**src/rtl/flag_pkg.sv**
```systemverilog
// Shared types for carry/zero flag hazard tracking in the 5-stage pipeline.
// Also holds the decoder constant that marks flag-consuming branches.
package flag_pkg;

  typedef enum logic [1:0] {
    FWD_REG = 2'd0,
    FWD_MEM = 2'd1,
    FWD_WB  = 2'd2
  } fwd_sel_t;

  typedef struct packed {
    logic carry;
    logic zero;
  } flags_t;

  // Conditional-branch major opcode; the decoder raises id_reads_flags on it.
  localparam logic [5:0] OP_BRANCH_COND = 6'b000101;

  function automatic logic is_flag_branch(input logic [5:0] opcode);
    return opcode == OP_BRANCH_COND;
  endfunction

endpackage

```
**src/rtl/flag_track_stage.sv**
```systemverilog
// One pipeline stage of flag-producer tracking: a valid bit plus the flags the
// producer carries, advancing with the pipeline and frozen while it is held.
module flag_track_stage
  import flag_pkg::*;
(
  input  logic   clk,
  input  logic   rst,
  input  logic   advance,
  input  logic   load_flags,
  input  logic   in_v,
  input  flags_t in_flags,
  output logic   out_v,
  output flags_t out_flags
);

  // Flags only load when the upstream slot holds a producer, so stale values persist.
  always_ff @(posedge clk or posedge rst) begin
    if (rst) begin
      out_v     <= 1'b0;
      out_flags <= '0;
    end else if (advance) begin
      out_v <= in_v;
      if (load_flags) begin
        out_flags <= in_flags;
      end
    end
  end

endmodule

```
**src/rtl/flag_hazard_ctrl.sv**
```systemverilog
// Carry/zero flag hazard scheduler: forwards in-flight flags to ID, stalls
// when the producer is still in EX, and counts stall cycles (saturating).
module flag_hazard_ctrl
  import flag_pkg::*;
#(
  parameter int CNT_W = 16
) (
  input  logic             clk,
  input  logic             rst,
  input  logic             id_valid,
  input  logic             id_reads_flags,
  input  logic             id_writes_flags,
  input  logic             ex_carry,
  input  logic             ex_zero,
  input  logic             pipe_hold,
  input  logic             flush,
  output logic             flag_stall,
  output logic [1:0]       fwd_sel,
  output logic             fwd_carry,
  output logic             fwd_zero,
  output logic             carry_q,
  output logic             zero_q,
  output logic [CNT_W-1:0] stall_cnt
);

  localparam logic [CNT_W-1:0] CNT_MAX = '1;

  logic     advance;
  logic     ex_v;
  logic     mem_v;
  logic     wb_v;
  flags_t   ex_flags;
  flags_t   mem_flags;
  flags_t   wb_flags;
  flags_t   committed;
  flags_t   fwd_flags;
  fwd_sel_t sel;

  assign advance  = !pipe_hold;
  assign ex_flags = '{carry: ex_carry, zero: ex_zero};

  // A flush kills the consumer in ID, so it can never be the reason to stall.
  assign flag_stall = id_valid & id_reads_flags & ex_v & !flush;

  flag_track_stage u_mem (
    .clk        (clk),
    .rst        (rst),
    .advance    (advance),
    .load_flags (ex_v),
    .in_v       (ex_v),
    .in_flags   (ex_flags),
    .out_v      (mem_v),
    .out_flags  (mem_flags)
  );

  flag_track_stage u_wb (
    .clk        (clk),
    .rst        (rst),
    .advance    (advance),
    .load_flags (1'b1),
    .in_v       (mem_v),
    .in_flags   (mem_flags),
    .out_v      (wb_v),
    .out_flags  (wb_flags)
  );

  // Youngest producer wins: MEM before WB before the committed register.
  always_comb begin
    sel       = FWD_REG;
    fwd_flags = committed;
    if (mem_v) begin
      sel       = FWD_MEM;
      fwd_flags = mem_flags;
    end else if (wb_v) begin
      sel       = FWD_WB;
      fwd_flags = wb_flags;
    end
  end

  assign fwd_sel   = sel;
  assign fwd_carry = fwd_flags.carry;
  assign fwd_zero  = fwd_flags.zero;
  assign carry_q   = committed.carry;
  assign zero_q    = committed.zero;

  always_ff @(posedge clk or posedge rst) begin
    if (rst) begin
      ex_v      <= 1'b0;
      committed <= '0;
      stall_cnt <= '0;
    end else if (advance) begin
      ex_v <= id_valid & id_writes_flags & !flag_stall & !flush;
      if (wb_v) begin
        committed <= wb_flags;
      end
      if (flag_stall && stall_cnt != CNT_MAX) begin
        stall_cnt <= stall_cnt + 1'b1;
      end
    end
  end

endmodule

```
**config.mk**
```make
export PLATFORM = sky130hd
export DESIGN_NAME = flag_hazard_ctrl
export DESIGN_NICKNAME = d
export VERILOG_FILES = /design/src/rtl/flag_pkg.sv /design/src/rtl/flag_track_stage.sv /design/src/rtl/flag_hazard_ctrl.sv
export SDC_FILE = /design/constraint.sdc
export NUM_CORES = 1
export LEC_CHECK = 0
export ABC_AREA = 1
export BUFFER_PORTS_ARGS = -buffer_cell sky130_fd_sc_hd__buf_4
export CAP_MARGIN = 25
export CORE_UTILIZATION = 45
export CTS_BUF_LIST = sky130_fd_sc_hd__clkbuf_4 sky130_fd_sc_hd__clkbuf_8
export DETAILED_ROUTE_END_ITERATION = 16
export HOLD_SLACK_MARGIN = 0.1
export PLACE_DENSITY = 0.68
export SKIP_CTS_REPAIR_TIMING = 1
export SLEW_MARGIN = 20
export SYNTH_ARGS = -nofsm -noshare
export SYNTH_HDL_FRONTEND = slang
export SYNTH_SLANG_ARGS = --single-unit
export TNS_END_PERCENT = 10
```
**constraint.sdc**
```tcl
create_clock -name clk -period 1.95 [get_ports clk]
set_clock_uncertainty 0.1 [all_clocks]
set_input_delay 0.39 -clock clk [delete_from_list [all_inputs] [get_ports clk]]
set_output_delay 0.39 -clock clk [all_outputs]
set_load 0.03 [all_outputs]
```
**After elaboration in Yosys (flattened, before gate mapping)**

Index checks and enable logic that the tools add are counted.

- Memory bits (read-only): 0
- Word-level logic and storage cells: 28
- Bits of input ports: 9
- Memories kept: 0
- Bits in latches: 0
- Output and inout bits: 23
- Flip-flop bits (word level): 25
- RAM bits: 0

- Order comparisons: 0
- Div/mod/pow operators: 0
- Reductions and logical operators: 5
- Bitwise gates (word level): 7
- Shift operators: 0
- Multiplexer cells: 4
- Multiply operators: 0
- $add $sub $neg: 1
- Equality and inequality tests: 1

Operators by type and width:

| operator | count |
|---|---|
| 16-bit by 1-bit adder with 16-bit output (second input constant) | 1 |
| 16-bit inequality test (second input constant) | 1 |
| 2-bit 2-to-1 mux | 4 |
| 1-bit bitwise AND | 6 |
| 2-bit AND reduction | 2 |
| 1-bit logical NOT | 2 |
| 1-bit logical AND | 1 |
| 1-bit NOT | 1 |

**Logic depth before layout (Yosys ltp)**

Gate-level depths: netlist (run 1).

- Word-level depth: 6
- Gate-level depth with buffers: 10
- Gate-level depth less buffers: 9

**Hierarchy**

Synthesis (run 1) repeated with hierarchy kept, for this count alone.

- Cells, all modules: 199
- Area total of the unflattened synthesis: 1425.1 um^2

By module, submodules not included:

| module | times used | cells an instance | area each (um^2) | seq. area each (um^2) |
|---|---|---|---|---|
| flag_hazard_ctrl | 1 | 171 | 1179.9 | 475.5 |
| flag_track_stage | 2 | 14 | 122.6 | 75.1 |

**Worst setup path before layout (run 1)**

Ideal clock, no wire load.

- Path kind: register to output
- Start: reg committed (netlist bit carry_q)
- End: out fwd_carry
- Required time: 1.460 ns
- Path buffers: 0
- Arrival time: 1.330 ns
- Slack: 0.130 ns
- Stages on the path, launching flop included: 3
- Cell sequence: dfrtp_1 > o21ai_0 > o21ai_0

- Cells in the longest elaborated chain, start to end: 2

Ends and longest elaborated chain:

| item | RTL line | text |
|---|---|---|
| start, declared | flag_hazard_ctrl.sv:35 | `flags_t committed;` |
| start signal, assigned | flag_hazard_ctrl.sv:94 | `committed <= wb_flags;` |
| 2-bit 2-to-1 mux | flag_hazard_ctrl.sv:74 | `end else if (wb_v) begin` |
| 2-bit 2-to-1 mux | flag_hazard_ctrl.sv:71 | `if (mem_v) begin` |
| end, declared | flag_hazard_ctrl.sv:19 | `output logic fwd_carry,` |

Every way passes these cells.

**Final worst setup path (run 1)**

- Start: reg u_wb.out_v
- End: out fwd_zero

- Cells in the longest elaborated chain, start to end: 2

Ends and longest elaborated chain:

| item | RTL line | text |
|---|---|---|
| start, declared | flag_track_stage.sv:12 | `output logic out_v,` |
| start signal, assigned | flag_track_stage.sv:22 | `out_v <= in_v;` |
| 2-bit 2-to-1 mux | flag_hazard_ctrl.sv:74 |  |
| 2-bit 2-to-1 mux | flag_hazard_ctrl.sv:71 |  |
| end, declared | flag_hazard_ctrl.sv:20 | `output logic fwd_zero,` |

Every way passes these cells.

==> results of run 1 <==
worst paths after layout:
check	endpoint	slack [ns]	cells after the start
setup / recovery	fwd_zero	0.15	4
hold / removal	u_mem.out_flags[0]	0.20	2
setup reg to reg	stall_cnt[7]	0.28	9
hold reg to reg	zero_q	0.43	2
max in group asynchronous	stall_cnt[0]	0.94	4
min in group asynchronous	stall_cnt[11]	0.56	4
cell usage after synthesis, drive strengths merged (2+ instances only):
library cell   n
inv           17
nand2         87
xnor2          3
nand4          6
nand3          9
mux2           2
nor2          19
xor2           3
buf            3
o21ai         14
dfrtp         25
cells by family after synthesis:
kind of cell	synth area share, %
DFF	42.8
buffers and inverters	6.51
AOI/OAI and AO/OA	4.79
adders and majority gates	0.856
xor gates and xnor gates	3.60
muxes	1.54
and+or+nand+nor	39.9
power by group through the flow:
| stage | Combinational (mW) | Sequential, mW | Clock [mW] |
|---|---|---|---|
| after detailed placement | 0.228 | 0.604 | 0 |
| after floorplan | 0.113 | 0.632 | 0 |
| after global placement | 0.224 | 0.603 | 0 |
| final | 0.227 | 0.594 | 0.231 |
| after CTS | 0.229 | 0.594 | 0.244 |
| after global routing | 0.252 | 0.601 | 0.261 |
area by class of cell:
cell class | count | area [um^2]
Multi-Input combinational cell | 146 | 741
Sequential cell | 25 | 626
Tap cell | 44 | 55.1
Fill cell | 299 | 1300
Inverter | 17 | 63.8
Clock inverter | 1 | 5.00
Clock buffer | 3 | 22.5
Timing Repair Buffer | 35 | 265
worst max-delay path, stage by stage, from the launching register on:
cell                      delay, ns
sky130_fd_sc_hd__dfrtp_1       0.45
sky130_fd_sc_hd__nand2_1       0.08
sky130_fd_sc_hd__o21ai_0       0.09
sky130_fd_sc_hd__o21ai_0       0.19
sky130_fd_sc_hd__buf_4         0.19
metrics by stage:
stage	total power, mW	hold slack, ns	util, %	area, um^2
3_5_place_dp	0.832	0.370	56.5	1740
6_report	1.05	0.197	57.8	1780
3_3_place_gp	0.826	0.367	56.5	1740
4_1_cts	1.07	0.00404	57.4	1770
5_1_grt	1.11	0.172	57.8	1780
2_1_floorplan	0.744	0.317	-	1460
per-layer routing:
| metal | global-route usage [%] | routed length (um) | share of wire (%) |
|---|---|---|---|
| met5 | 0 | 0 | 0 |
| met4 | 6.12 | 27 | 0.92 |
| met3 | 1.97 | 75 | 2.5 |
| met2 | 33.9 | 1450 | 49 |
| met1 | 27.2 | 1390 | 47 |
flip-flops by register name (all words and copies together), names as in the netlist:
signal	count
u_mem.out_v	1
zero_q	1
u_wb.out_v	1
u_mem.out_flags	2
carry_q	1
ex_v	1
stall_cnt	16
u_wb.out_flags	2
==> flow_summary.rst, run 1 <==
.. list-table::
   :header-rows: 1

   * - Metric
     - Value
   * - Via density
     - roughly 4.8
   * - Iteration count of the initial detailed-routing pass
     - 4
   * - Antenna diode count
     - 0
   * - Net Switching
     - between 0.3 and 0.4 mW
   * - Startpoint type of the worst setup path
     - flip-flop
   * - Gr ovfl total
     - 0
   * - CTS sink count
     - 25
   * - Sum of net half-perimeters after detailed placement
     - 2270 um
   * - Average size of a mapped cell
     - 7.61 um^2
   * - Vias in the first global route
     - approximately 1300
   * - Instance count after placement with tap cells included
     - approximately 270
   * - Routed length per placed instance
     - 10.9 um
   * - Comb pwr share
     - 21.6%
   * - Sequential Power Share
     - 56.4%
   * - Final critical-path setup slack
     - 0.150 ns
   * - Core Region
     - between 3000 and 4000 um^2
   * - Critical Path AT
     - 1.31 ns
   * - Setup slack after placement
     - 0.291 ns
   * - Share of Yosys cell area claimed by the top area cell type
     - 42.8%
   * - Type of the worst min-delay path
     - primary input to flip-flop
   * - Synthesis warning total
     - 0
   * - Starting density of the core
     - 47.5%
   * - Period Utilization, post-route
     - 92.3%
   * - Critical R2R Launch
     - stall_cnt[1]
   * - Status
     - finished clean
   * - Commonest non-fill, non-tap cell in the layout
     - sky130_fd_sc_hd__nand2_1
   * - Layout area overhead
     - 21.7%
   * - Initial antenna violation count
     - 0
   * - Post-layout instance count excluding filler cells
     - ~270
   * - Sw Share
     - 31.0%
   * - Share of layout cells above drive strength 1
     - 22.5%
   * - IO buf count
     - 31
   * - Gp weighted congestion
     - 0.781
   * - Boundary pin count
     - 32
   * - Synth unique cells
     - 24
   * - Unrepaired setup endpoints after global routing
     - no
   * - Die span in x
     - 59.0 um
   * - Total standard cell area after synthesis
     - between 1000 and 1500 um^2
   * - Biggest area contributors in the synthesized netlist
     - sky130_fd_sc_hd__dfrtp_1 43%, sky130_fd_sc_hd__nand2_1 22%, sky130_fd_sc_hd__o21ai_0 4.8%
   * - CTS tree
     - yes
   * - H-tree levels
     - 1
   * - Primary flip-flop cell chosen by synthesis mapping
     - sky130_fd_sc_hd__dfrtp_1
   * - Critical path class
     - flip-flop to output pin
   * - Critical hold path startpoint
     - ex_zero
   * - Yosys top cell by area
     - sky130_fd_sc_hd__dfrtp_1
   * - Wire length of the first global-routing pass
     - ~5400 um
   * - Critical Path End Type
     - output pin
   * - Slew Limit Headroom
     - 74.8%
   * - Transition time at the pin with the least slew margin
     - roughly 0.38 ns
   * - Count of flip-flops with a built-in enable after synthesis
     - 0
   * - Total count of max-transition violations in the final report
     - 0
   * - Reported leakage power
     - 0.927 nW
   * - Clock latency at the later pin of the worst-skew pair
     - 0.32 ns
   * - Number of nets at the end of the flow
     - 238
   * - Pin count of the biggest net entering global routing
     - 26
   * - Net count after synthesis
     - roughly 200
   * - GRT Total Usage
     - approximately a fifth
   * - Number of nets still failing antenna checks after routing
     - 0
   * - Final total negative setup slack
     - 0 ns
   * - Minimum clock period
     - 1.80 ns
   * - Sequential share of the synthesized area
     - 42.8%
   * - Gate Count Post-Synth
     - about 190
   * - Pwr per Cell Area
     - ~600 nW/um^2
   * - TritonCTS Buffers
     - 3
   * - Worst-path maximum fanout
     - 6
   * - Async S/R FF share, synth
     - 100%
   * - Final setup violation count
     - 0
   * - Critical path data required time
     - 1.46 ns
   * - Full die area
     - 3480 um^2
   * - Clk buf depth
     - 2
   * - Vertical die dimension
     - ~59 um
   * - Register bit total from synthesis
     - 25
   * - DRC errors left
     - 0
   * - Worst Setup SP
     - u_wb.out_v
   * - Maximum ir drop on the vdd rail
     - slightly below 0.0005 V
   * - Clock transition at the register clock pins on the worst setup and hold paths after CTS
     - 0.13 ns
   * - Maximum capacitance violations
     - 0
   * - Site Rows
     - 20
   * - Achievable Freq
     - 0.556 GHz
   * - Cell Int Power
     - 0.726 mW
   * - Hold Fails Final Rpt
     - 0
   * - Sum of routed wire length over all layers
     - 2950 um
   * - CTS Root Cell
     - sky130_fd_sc_hd__clkbuf_4
   * - Share of total power in the clock network
     - 22.0%
   * - Vias after detailed routing
     - ~1300
   * - Most frequent cells in the layout
     - 84 x sky130_fd_sc_hd__nand2_1, 34 x sky130_fd_sc_hd__buf_4, 25 x sky130_fd_sc_hd__dfrtp_1
   * - Detailed router's first-iteration violation count
     - 69
(Power assumes the default switching activity.)
==> run 2: changes to the inputs <==
CORE_MARGIN = 3   (was unset)
RECOVER_POWER = 50   (was unset)
clock period = 2.3 ns   (was 1.95 ns; I/O delays follow)
==> run 2 against run 1 <==
Compared with the run above:
- count of clock-buffer cells in the layout did not move
- sequential power fell by 15%
- sequential share of layout area rose by 0.63 points
- via count barely moved
- flip-flop and latch count did not move
- design area fell by 1.8%
- clock power fell by 13%
- power fell by 16%
- critical endpoint is now flag_stall
==> flow_summary.rst, run 2 (synthesized netlist as in run 1, its figures left out) <==
.. list-table::
   :header-rows: 1

   * - Metric
     - Value
   * - Status
     - finished clean
   * - Pwr per Cell Area
     - 507 nW/um^2
   * - Peak per-stage delay on the critical path
     - around 0.4 ns
   * - Boundary pin count
     - 32
   * - Unrepaired setup endpoints after global routing
     - no
   * - Instance count after placement with tap cells included
     - 265
   * - Maximum capacitance violations
     - 0
   * - Setup slack after placement
     - 0.564 ns
   * - Design area
     - 1750 um^2
   * - Achievable Freq
     - 0.525 GHz
   * - Starting density of the core
     - 47.5%
   * - Critical Path AT
     - between 1 and 1.5 ns
   * - Hold Fails Final Rpt
     - 0
   * - GRT Total Usage
     - between 15 and 20%
   * - Reported leakage power
     - 0.901 nW
   * - Antenna diode count
     - 0
   * - Regs by FF count
     - stall_cnt x16, u_mem.out_flags x2, u_wb.out_flags x2
   * - CTS sink count
     - 25
   * - Final setup violation count
     - 0
   * - Final core utilization
     - 56.7%
   * - CTS Root Cell
     - sky130_fd_sc_hd__clkbuf_4
   * - Share of layout cells above drive strength 1
     - 19.9%
   * - Final critical-path setup slack
     - 0.397 ns
   * - Number of nets at the end of the flow
     - about 240
   * - Site Rows
     - 20
   * - Initial antenna violation count
     - 0
   * - Most frequent cells in the layout
     - 84 x sky130_fd_sc_hd__nand2_1, 27 x sky130_fd_sc_hd__buf_4, 25 x sky130_fd_sc_hd__dfrtp_1
   * - Vertical die dimension
     - 63.0 um
   * - CTS tree
     - yes
   * - Sum of routed wire length over all layers
     - between 3000 and 4000 um
   * - Type of the worst min-delay path
     - primary input to flip-flop
   * - Max FFs per register
     - 16
   * - Critical path data required time
     - ~1.7 ns
   * - Cell type of the slowest stage on the worst timing path
     - sky130_fd_sc_hd__dfrtp_1
   * - Layout area overhead
     - 19.5%
   * - Commonest non-fill, non-tap cell in the layout
     - sky130_fd_sc_hd__nand2_1
   * - Gr ovfl total
     - 0
   * - Post-layout instance count excluding filler cells
     - 270
   * - Reg with most FFs
     - stall_cnt
   * - Minimum clock period
     - 1.90 ns
   * - Core Region
     - 3080 um^2
   * - Sum of net half-perimeters after detailed placement
     - 2330 um
   * - Slew Limit Headroom
     - between 50% and 60%
   * - Vias in the first global route
     - 1203
   * - Die span in x
     - 63.0 um
   * - TritonCTS Buffers
     - 3
   * - Maximum ir drop on the vdd rail
     - 0.000413 V
   * - DRC errors left
     - 0
   * - Routed length per placed instance
     - ~11 um
   * - Critical path class
     - flip-flop to output pin
   * - Worst-path maximum fanout
     - 3
   * - Critical Path End Type
     - output pin
   * - Detailed router's first-iteration violation count
     - 55
   * - Clock latency at the later pin of the worst-skew pair
     - about 0.32 ns
   * - Vias after detailed routing
     - 1295
   * - Wire length of the first global-routing pass
     - 5420 um
   * - Gp weighted congestion
     - 0.823
   * - Clk buf depth
     - 2
   * - Placement-stage cell area
     - between 1500 and 2000 um^2
   * - Full die area
     - between 3000 and 4000 um^2
   * - Total power
     - 0.886 mW
   * - Transition time at the pin with the least slew margin
     - 0.616 ns
   * - Final total negative setup slack
     - 0 ns
   * - Min Hold Slack
     - around 0.26 ns
   * - Number of nets still failing antenna checks after routing
     - 0
   * - Pin count of the biggest net entering global routing
     - 26
   * - FF-to-FF path depth
     - 8
   * - IO buf count
     - 31
   * - Startpoint type of the worst setup path
     - flip-flop
   * - Clock transition at the register clock pins on the worst setup and hold paths after CTS
     - 0.14 ns
   * - Period Utilization, post-route
     - 82.8%
   * - Via density
     - 4.80
   * - Iteration count of the initial detailed-routing pass
     - 4
   * - Sequence of cells on the critical path
     - nand4_1 -> inv_1 -> buf_4
   * - H-tree levels
     - 1
   * - Total count of max-transition violations in the final report
     - 0
   * - Number of cells traversed by the worst hold path
     - 2
run 2: worst paths after layout:
path,from,to,slack [ns]
worst min register to register,carry_q,carry_q,0.43
worst max-delay path,ex_v,flag_stall,0.40
max in group asynchronous,rst,stall_cnt[2],0.98
worst max register to register,stall_cnt[0],stall_cnt[12],0.54
min in group asynchronous,rst,stall_cnt[9],0.72
worst min-delay path,ex_zero,u_mem.out_flags[0],0.26
run 2: layer usage:
metal  routed length, um  up-vias  part of all wire (%)  global-route usage (%)
li1                    -      668                     -                       -
met1                1420      597                    46                    22.4
met2                1480       26                    48                    27.3
met3                 116        4                   3.8                    2.70
met4                  40        0                   1.3                    7.16
met5                   0        -                     0                       0
run 2: report_power, final:
group | internal (mW) | switching (mW)
registers | 0.476 | 0.0276
logic | 0.0637 | 0.118
clock network | 0.0653 | 0.135
run 2: cell type report:
| class | instances | area (um^2) |
|---|---|---|
| Clock buffer | 3 | 22.5 |
| Tap cell | 44 | 55.1 |
| Sequential cell | 25 | 626 |
| Fill cell | 308 | 1330 |
| Timing Repair Buffer | 34 | 240 |
| Multi-Input combinational cell | 146 | 734 |
| Clock inverter | 1 | 5.00 |
| Inverter | 17 | 63.8 |
run 2: worst max-delay path: cells and delay by family, from the launching register on:
family                 cells  cell delay [ns]
flip-flops                 1             0.39
buffers and inverters      2             0.33
AND/OR/NAND/NOR            1             0.29
